**config.mk**
```make
export PLATFORM = sky130hd
export DESIGN_NAME = sram_rmw_initiator
export DESIGN_NICKNAME = d
export VERILOG_FILES = /design/src/rtl/sram_initiator_pkg.sv /design/src/rtl/sram_byte_merge.sv /design/src/rtl/sram_rmw_initiator.sv
export SDC_FILE = /design/constraint.sdc
export NUM_CORES = 1
export LEC_CHECK = 0
export CORE_ASPECT_RATIO = 1.5
export CORE_MARGIN = 4
export CORE_UTILIZATION = 40
export CTS_CLUSTER_DIAMETER = 150
export DETAILED_ROUTE_END_ITERATION = 12
export PLACE_DENSITY = 0.74
export SYNTH_ARGS = -nofsm -noshare
export SYNTH_HDL_FRONTEND = slang
export SYNTH_SLANG_ARGS = --single-unit
```
**constraint.sdc**
```tcl
create_clock -name Clk_CI -period 3.7 [get_ports Clk_CI]
set_input_delay 0.555 -clock Clk_CI [delete_from_list [all_inputs] [get_ports Clk_CI]]
set_output_delay 0.555 -clock Clk_CI [all_outputs]
set_load 0.01 [all_outputs]
```
**src/rtl/sram_initiator_pkg.sv**
```systemverilog
// sram_initiator_pkg: shared states, mask constants and byte-merge helper for SRAM initiators
package sram_initiator_pkg;
  typedef enum logic [1:0] {INIT, IDLE, RD_WAIT, RMW_WR} state_t;
  localparam int DATA_W_DEF = 64;
  localparam int BE_W = DATA_W_DEF / 8;
  localparam logic [BE_W-1:0] BE_ONES = '1;
  function automatic logic [7:0] merge_byte(input logic [7:0] old_b, input logic [7:0] new_b, input logic en);
    return en ? new_b : old_b;
  endfunction
endpackage

```
**src/rtl/sram_byte_merge.sv**
```systemverilog
// sram_byte_merge: per-byte select between old and new data under a byte mask
module sram_byte_merge
  import sram_initiator_pkg::*;
#(
  parameter int DATA_W = DATA_W_DEF
) (
  input  logic [DATA_W-1:0]   i_old,
  input  logic [DATA_W-1:0]   i_new,
  input  logic [DATA_W/8-1:0] i_mask,
  output logic [DATA_W-1:0]   o_merged
);
  for (genvar g = 0; g < DATA_W / 8; g++) begin : g_byte
    assign o_merged[8*g +: 8] = merge_byte(i_old[8*g +: 8], i_new[8*g +: 8], i_mask[g]);
  end
endmodule

```
**src/rtl/sram_rmw_initiator.sv**
```systemverilog
// sram_rmw_initiator: valid/ready front end for a maskless 1-cycle-latency SRAM,
// with read-modify-write for partial writes, zero-fill after reset and a buffered read response
module sram_rmw_initiator
  import sram_initiator_pkg::*;
#(
  parameter int ADDR_W        = 8,
  parameter int DATA_W        = DATA_W_DEF,
  parameter bit INIT_ON_RESET = 1'b1
) (
  input  logic                Clk_CI,
  input  logic                Rst_RI,
  input  logic                ReqValid_SI,
  output logic                ReqReady_SO,
  input  logic                ReqWrite_SI,
  input  logic [ADDR_W-1:0]   ReqAddr_DI,
  input  logic [DATA_W/8-1:0] ReqBEn_DI,
  input  logic [DATA_W-1:0]   ReqWData_DI,
  output logic                RspValid_SO,
  input  logic                RspReady_SI,
  output logic [DATA_W-1:0]   RspRData_DO,
  output logic                InitDone_SO,
  output logic                CSel_SO,
  output logic                WrEn_SO,
  output logic [DATA_W/8-1:0] BEn_SO,
  output logic [ADDR_W-1:0]   Addr_DO,
  output logic [DATA_W-1:0]   WrData_DO,
  input  logic [DATA_W-1:0]   RdData_DI
);
  localparam int BW = DATA_W / 8;
  state_t            r_state, w_state_nxt;
  logic [ADDR_W-1:0] r_cnt, r_addr, w_addr;
  logic [DATA_W-1:0] r_wdata, r_rsp_data, w_merged, w_wdata;
  logic [BW-1:0]     r_ben;
  logic              r_rsp_valid;
  logic              w_ready, w_acc, w_full, w_part, w_cs, w_we;

  sram_byte_merge #(.DATA_W(DATA_W)) u_merge (
    .i_old   (RdData_DI),
    .i_new   (r_wdata),
    .i_mask  (r_ben),
    .o_merged(w_merged)
  );

  always_comb begin
    w_ready     = (r_state == IDLE) && (ReqWrite_SI || !r_rsp_valid || RspReady_SI);
    w_acc       = ReqValid_SI && w_ready;
    w_full      = &ReqBEn_DI;
    w_part      = |ReqBEn_DI && !w_full;
    w_state_nxt = r_state;
    w_cs        = 1'b0;
    w_we        = 1'b0;
    w_addr      = '0;
    w_wdata     = '0;
    case (r_state)
      INIT: begin
        w_cs        = 1'b1;
        w_we        = 1'b1;
        w_addr      = r_cnt;
        w_state_nxt = &r_cnt ? IDLE : INIT;
      end
      IDLE: if (w_acc) begin
        // partial writes only read here; the write half happens in RMW_WR
        w_cs        = !ReqWrite_SI || |ReqBEn_DI;
        w_we        = ReqWrite_SI && w_full;
        w_addr      = w_cs ? ReqAddr_DI : '0;
        w_wdata     = w_we ? ReqWData_DI : '0;
        w_state_nxt = !ReqWrite_SI ? RD_WAIT : w_part ? RMW_WR : IDLE;
      end
      RD_WAIT: w_state_nxt = IDLE;
      RMW_WR: begin
        w_cs        = 1'b1;
        w_we        = 1'b1;
        w_addr      = r_addr;
        w_wdata     = w_merged;
        w_state_nxt = IDLE;
      end
      default: w_state_nxt = IDLE;
    endcase
  end

  always_ff @(posedge Clk_CI) begin
    if (Rst_RI) begin
      r_state     <= INIT_ON_RESET ? INIT : IDLE;
      r_cnt       <= '0;
      r_addr      <= '0;
      r_wdata     <= '0;
      r_ben       <= '0;
      r_rsp_valid <= 1'b0;
      r_rsp_data  <= '0;
    end else begin
      r_state <= w_state_nxt;
      r_cnt   <= (r_state == INIT) ? r_cnt + 1'b1 : r_cnt;
      if (w_acc && ReqWrite_SI && w_part) begin
        r_addr  <= ReqAddr_DI;
        r_wdata <= ReqWData_DI;
        r_ben   <= ReqBEn_DI;
      end
      if (r_state == RD_WAIT) begin
        r_rsp_valid <= 1'b1;
        r_rsp_data  <= RdData_DI;
      end else if (r_rsp_valid && RspReady_SI) begin
        r_rsp_valid <= 1'b0;
      end
    end
  end

  assign ReqReady_SO = !Rst_RI && w_ready;
  assign CSel_SO     = !Rst_RI && w_cs;
  assign WrEn_SO     = !Rst_RI && w_we;
  assign BEn_SO      = {BW{WrEn_SO}};
  assign Addr_DO     = Rst_RI ? '0 : w_addr;
  assign WrData_DO   = Rst_RI ? '0 : w_wdata;
  assign RspValid_SO = !Rst_RI && r_rsp_valid;
  assign RspRData_DO = Rst_RI ? '0 : r_rsp_data;
  assign InitDone_SO = !Rst_RI && (r_state != INIT);
endmodule
```
=== Word-level counts from Yosys, hierarchy flattened ===
Index checks and enable logic that the tools add are counted.

* Flip-flop bits (word level): 155
* Bits of input ports: 149
* Output and inout bits: 149

* Add/subtract/negate cells: 1
* Eq/ne operators: 4
* Mux-type cells: 28
* Reduce and logical (&&, ||, !) cells: 27

{| class="wikitable"
|+ Operators by type and width
! operator !! number
|-
| $mux 64 || 4
|-
| $pmux 64 s2 || 1
|-
| $mux 8 || 11
|-
| $pmux 8 s3 || 1
|-
| $reduce_and 8->1 || 2
|-
| $logic_and 1x1->1 || 12
|-
| $add 8x1->8 const B || 1
|-
| $reduce_or 8->1 || 1
|-
| $mux 2 || 3
|-
| $pmux 2 s3 || 1
|-
| $mux 1 || 5
|-
| $eq 2x2->1 const B || 2
|-
| $logic_not 1->1 || 4
|-
| $pmux 1 s2 || 2
|-
| $reduce_bool 2->1 || 2
|-
| $reduce_or 2->1 || 2
|-
| $logic_or 1x1->1 || 3
|-
| $eq 2x1->1 const B || 1
|-
| $logic_not 2->1 || 1
|-
| $ne 2x2->1 const B || 1
|}

=== Logic depth before layout (Yosys ltp) ===
* Word-level depth: 8
* Gate-level depth with buffers: 10

=== Hierarchy ===
Synthesis repeated with hierarchy kept, for this count alone.

* Cell total of the unflattened synthesis: 957
* Area, all modules: 8979.9 um^2

{| class="wikitable"
|+ By module, submodules not included
! module !! times used !! cells each !! area an instance (um^2) !! sequential area each (um^2)
|-
| sram_rmw_initiator || 1 || 885 || 7928.9 || 3103.0
|-
| sram_byte_merge || 1 || 72 || 1051.0 || 0.0
|}

=== Least setup slack after synthesis ===
No wires, ideal clock.

* Path kind: reg2out
* Start point: register r_state[1]
* End point: output BEn_SO[0]
* Arrival time: 2066 ps
* Required time: 3145 ps
* Slack: 1079 ps
* Stages on the path, launching flop included: 11
* Cells stage by stage: dfxtp_1 inv_1 ha_1 clkbuf_2 nand3_1 nor3_1 buf_2 buf_4 inv_1 a21oi_1 buf_4

* Word-level cells in the longest chain between the ends: 6

{| class="wikitable"
|+ Ends and longest elaborated chain
! what !! line !! text
|-
| start, declared || sram_rmw_initiator.sv:30 || <nowiki>state_t r_state, w_state_nxt;</nowiki>
|-
| start signal, assigned || sram_rmw_initiator.sv:83 || <nowiki>r_state <= INIT_ON_RESET ? INIT : IDLE;</nowiki>
|-
| start signal, assigned || sram_rmw_initiator.sv:91 || <nowiki>r_state <= w_state_nxt;</nowiki>
|-
| $eq 2x1->1 || sram_rmw_initiator.sv:45, sram_rmw_initiator.sv:54 ||
|-
| $logic_and 1x1->1 || sram_rmw_initiator.sv:45 || <nowiki>w_ready = (r_state == IDLE) && (ReqWrite_SI || !r_rsp_valid || RspReady_SI);</nowiki>
|-
| $logic_and 1x1->1 || sram_rmw_initiator.sv:46 || <nowiki>w_acc = ReqValid_SI && w_ready;</nowiki>
|-
| $mux 1 || sram_rmw_initiator.sv:61 || <nowiki>IDLE: if (w_acc) begin</nowiki>
|-
| $pmux 1 s2 * || sram_rmw_initiator.sv:54 || <nowiki>case (r_state)</nowiki>
|-
| $logic_and 1x1->1 * || sram_rmw_initiator.sv:109 || <nowiki>assign WrEn_SO = !Rst_RI && w_we;</nowiki>
|-
| end, declared || sram_rmw_initiator.sv:24 || <nowiki>output logic [DATA_W/8-1:0] BEn_SO,</nowiki>
|}

Mark *: on every way between the ends. The rest lies on a longest branch, timed or not.

=== Worst setup path after layout ===
* Start point: input ReqBEn_DI[3]
* End point: output Addr_DO[7]

* Word-level cells in the longest chain between the ends: 6

{| class="wikitable"
|+ Ends and longest elaborated chain
! what !! line !! text
|-
| start, declared || sram_rmw_initiator.sv:16 || <nowiki>input logic [DATA_W/8-1:0] ReqBEn_DI,</nowiki>
|-
| $reduce_or 8->1 || sram_rmw_initiator.sv:63 || <nowiki>w_cs = !ReqWrite_SI || |ReqBEn_DI;</nowiki>
|-
| $logic_or 1x1->1 || sram_rmw_initiator.sv:63 ||
|-
| $mux 8 || sram_rmw_initiator.sv:65 || <nowiki>w_addr = w_cs ? ReqAddr_DI : '0;</nowiki>
|-
| $mux 8 || sram_rmw_initiator.sv:61 ||
|-
| $pmux 8 s3 || sram_rmw_initiator.sv:54 ||
|-
| $mux 8 || sram_rmw_initiator.sv:111 || <nowiki>assign Addr_DO = Rst_RI ? '0 : w_addr;</nowiki>
|-
| end, declared || sram_rmw_initiator.sv:25 || <nowiki>output logic [ADDR_W-1:0] Addr_DO,</nowiki>
|}

Every way passes these cells.

==> metrics.cfg <==
[placement]
place_ws_ns=0.215
dp_hpwl_um=18500
place_congestion=0.793
numPortBuffers=297

[floorplanning]
start_util=0.409
dieWidth_um=128
row_count=65
dieArea_um2=24200
core-area_um2=21200
dieHeight_um=188
pin_count=298

[synthesis]
synth-edff-count=0
synth.distinct_cells=39
yosys_register_bits=155
synth_nets=1111
synth_top_area_cell=dfxtp_1
synth.area.top_cells=dfxtp_1 36%, mux2i_1 17%, nand2b_1 12%, mux2_2 8.3%, nor2_1 6.1%
synthArstFlopShare=0
synth.avg_cell_area_um2=9.07
syn-cell-area_um2=8680
synthFlopType=dfxtp_1
syn_inst=957
ys.warnings.count=0
synth_common_cells=160 x nand2b_1, 155 x dfxtp_1, 145 x mux2i_1
ys_seq_area_frac=0.357
yosysMostFrequentCell=nand2b_1
synth_top_area_frac=0.357

[clocking]
cts-root-buf=clkbuf_16
cts_hold_buf=0
tritoncts=done
insertion_delay_ns=0.43
clockBufferDepth=2
h-tree-depth=4
cts_buffers=17
clk_pin_slew_ns=0.07
clock_sinks=155

[sta]
post-route-period-util=0.951
setup_ws_ns=0.182
finalClockSkew_ns=0.0111
max_freq_mhz=284
worst_hold_slack_ns=0.420
relSlewSlack=0.414
setup_viol=0
worst_slew_pin_slew_ns=0.879
final_max_slew_viol_count=0
hold_viol=0
rsz0062_at_grt=no
tns_ns=0
fin_crit_ns=3.52

[power_and_ir_drop]
power.density_nw_per_um2=306
comb_power_share=0.096
p_sw_w=0.000899
ir_drop_mv=0.293
pwr-share-clk=0.460
p_int_w=0.00287
p_leak_nw=3.93
p_seq_frac=0.444
sw_frac_of_total=0.238

[grt]
antenna_found_initial=1
grt.total_usage=0.212
grt_max_degree=212
grt_pass1_vias=7665
overflow=0
grt_first_pass_wirelength_um=41000

[setup_path]
startpoint_type=input port
crit_path_max_fanout=7
path_cells=clkdlybuf4s50_1, nor4_2, buf_4, nand3_1, and3_1, a32o_1, clkdlybuf4s50_1
crit_path_end_kind=primary output
crit_type=input port to primary output
max_stage_delay_ns=0.52
cp_num_buf_inv=3
crit_arrival_ns=2.96
cp_common_cell=clkdlybuf4s50_1
crit_slowest_cell=nor4_2
critical_path.top_delay_family=buffers and inverters
crit_required_ns=3.14

[cells_and_area]
syn_to_final_growth_pct=41.9
multi_input_area_um2=5160
seqCellArea_um2=3100
final_core_util=0.580
num-fill-cells=1921
nNetsFinal=1349
final_layout_size_suffix_gt1_frac=0.102

[routing]
drt_wl_total_um=26200
ant_nets=0
firstDrtPassIters=4
drtIter0Drc=409
vias_per_cell=5.11
wire_per_inst_um=17.7
drc=0
vias=7551

[outcome]
status=complete, no violations

[min_path]
min_path_type=input port to register

[run]
drv_cap=0

## what timing repair did
item	CTS	global route
setup buffers	0	0
gates resized for setup	0	6
setup endpoints to repair	0	35
## final timing paths
kind | start | end | slack, ns | depth (start not counted)
max | ReqBEn_DI[3] | Addr_DO[7] | 0.18 | 7
min | Rst_RI | r_rsp_data[61] | 0.42 | 2
max reg2reg | r_state[0] | r_rsp_data[43] | 1.42 | 5
min reg2reg | r_wdata[28] | r_wdata[28] | 0.47 | 2
## state kept, by name, indices dropped and copies added (netlist names)
| signal | flops |
|---|---|
| r_addr | 8 |
| r_ben | 8 |
| r_cnt | 8 |
| r_rsp_data | 64 |
| r_rsp_valid | 1 |
| r_state | 2 |
| r_wdata | 64 |
## power by group through the flow
| stage | Sequential, W | Clock, W | Combinational [W] |
|---|---|---|---|
| finish | 0.00167 | 0.00174 | 0.000364 |
| global route | 0.00167 | 0.00185 | 0.000392 |
| CTS | 0.00167 | 0.00178 | 0.000366 |
| detailed placement | 0.00171 | 0 | 0.000363 |
| global placement | 0.00171 | 0 | 0.000360 |
| floorplan | 0.00171 | 0 | 0.000140 |
## layout by cell type, fill, tap and decap left out, drive strengths merged, types with 5 or more instances in the layout
cell / Yosys / final
clkinv: 0 / 5
ha: 5 / 5
nand2b: 160 / 160
buf: 48 / 15
o2bb2ai: 6 / 6
dfxtp: 155 / 155
clkbuf: 45 / 19
inv: 5 / 10
clkdlybuf4s50: 0 / 296
mux2: 64 / 64
nor2b: 65 / 65
nor2: 142 / 142
a21oi: 5 / 5
a22oi: 70 / 70
nand3: 5 / 5
mux2i: 145 / 145
## per-layer routing
layer | track usage | share of wire | vias up
li1 | - | - | 3714
met1 | 0.240 | 0.39 | 3612
met2 | 0.383 | 0.53 | 197
met3 | 0.0499 | 0.051 | 28
met4 | 0.0707 | 0.023 | 0
met5 | 0 | 0 | -
## final cells by class
class / count / area share
multi-input combinational: 705 / 0.419
timing repair buffer: 311 / 0.253
sequential: 155 / 0.252
clock buffer: 19 / 0.0368
tap: 268 / 0.0272
clock inverter: 13 / 0.0107
inverter: 5 / 0.00152
antenna: 1 / 0.000203
## worst reg2reg max path, delay by kind of cell (launching register included)
family,cells,cell delay (ns)
simple gates,1,0.06
fa+ha+maj,1,0.55
mux,1,0.29
flops,1,0.37
buf+inv,2,0.87
## through the flow
step,power (W),cells,cell area [um2]
detailed placement,0.00207,1443,11700
floorplan,0.00185,957,8680
finish,0.00377,1477,12300
global placement,0.00207,1443,11700
global route,0.00392,1477,12300
CTS,0.00382,1475,12300
## cell families after synthesis
group / after synthesis / synth area share
AND/OR/NAND/NOR: 392 / 0.242
buffers and inverters: 98 / 0.0581
flip-flops: 155 / 0.357
multiplexers: 209 / 0.250
adder cells (fa/ha/maj): 5 / 0.00721
AO/OA/AOI/OAI: 92 / 0.0791
XOR/XNOR: 6 / 0.00605
No activity file was read; power rests on OpenSTA's default activity.
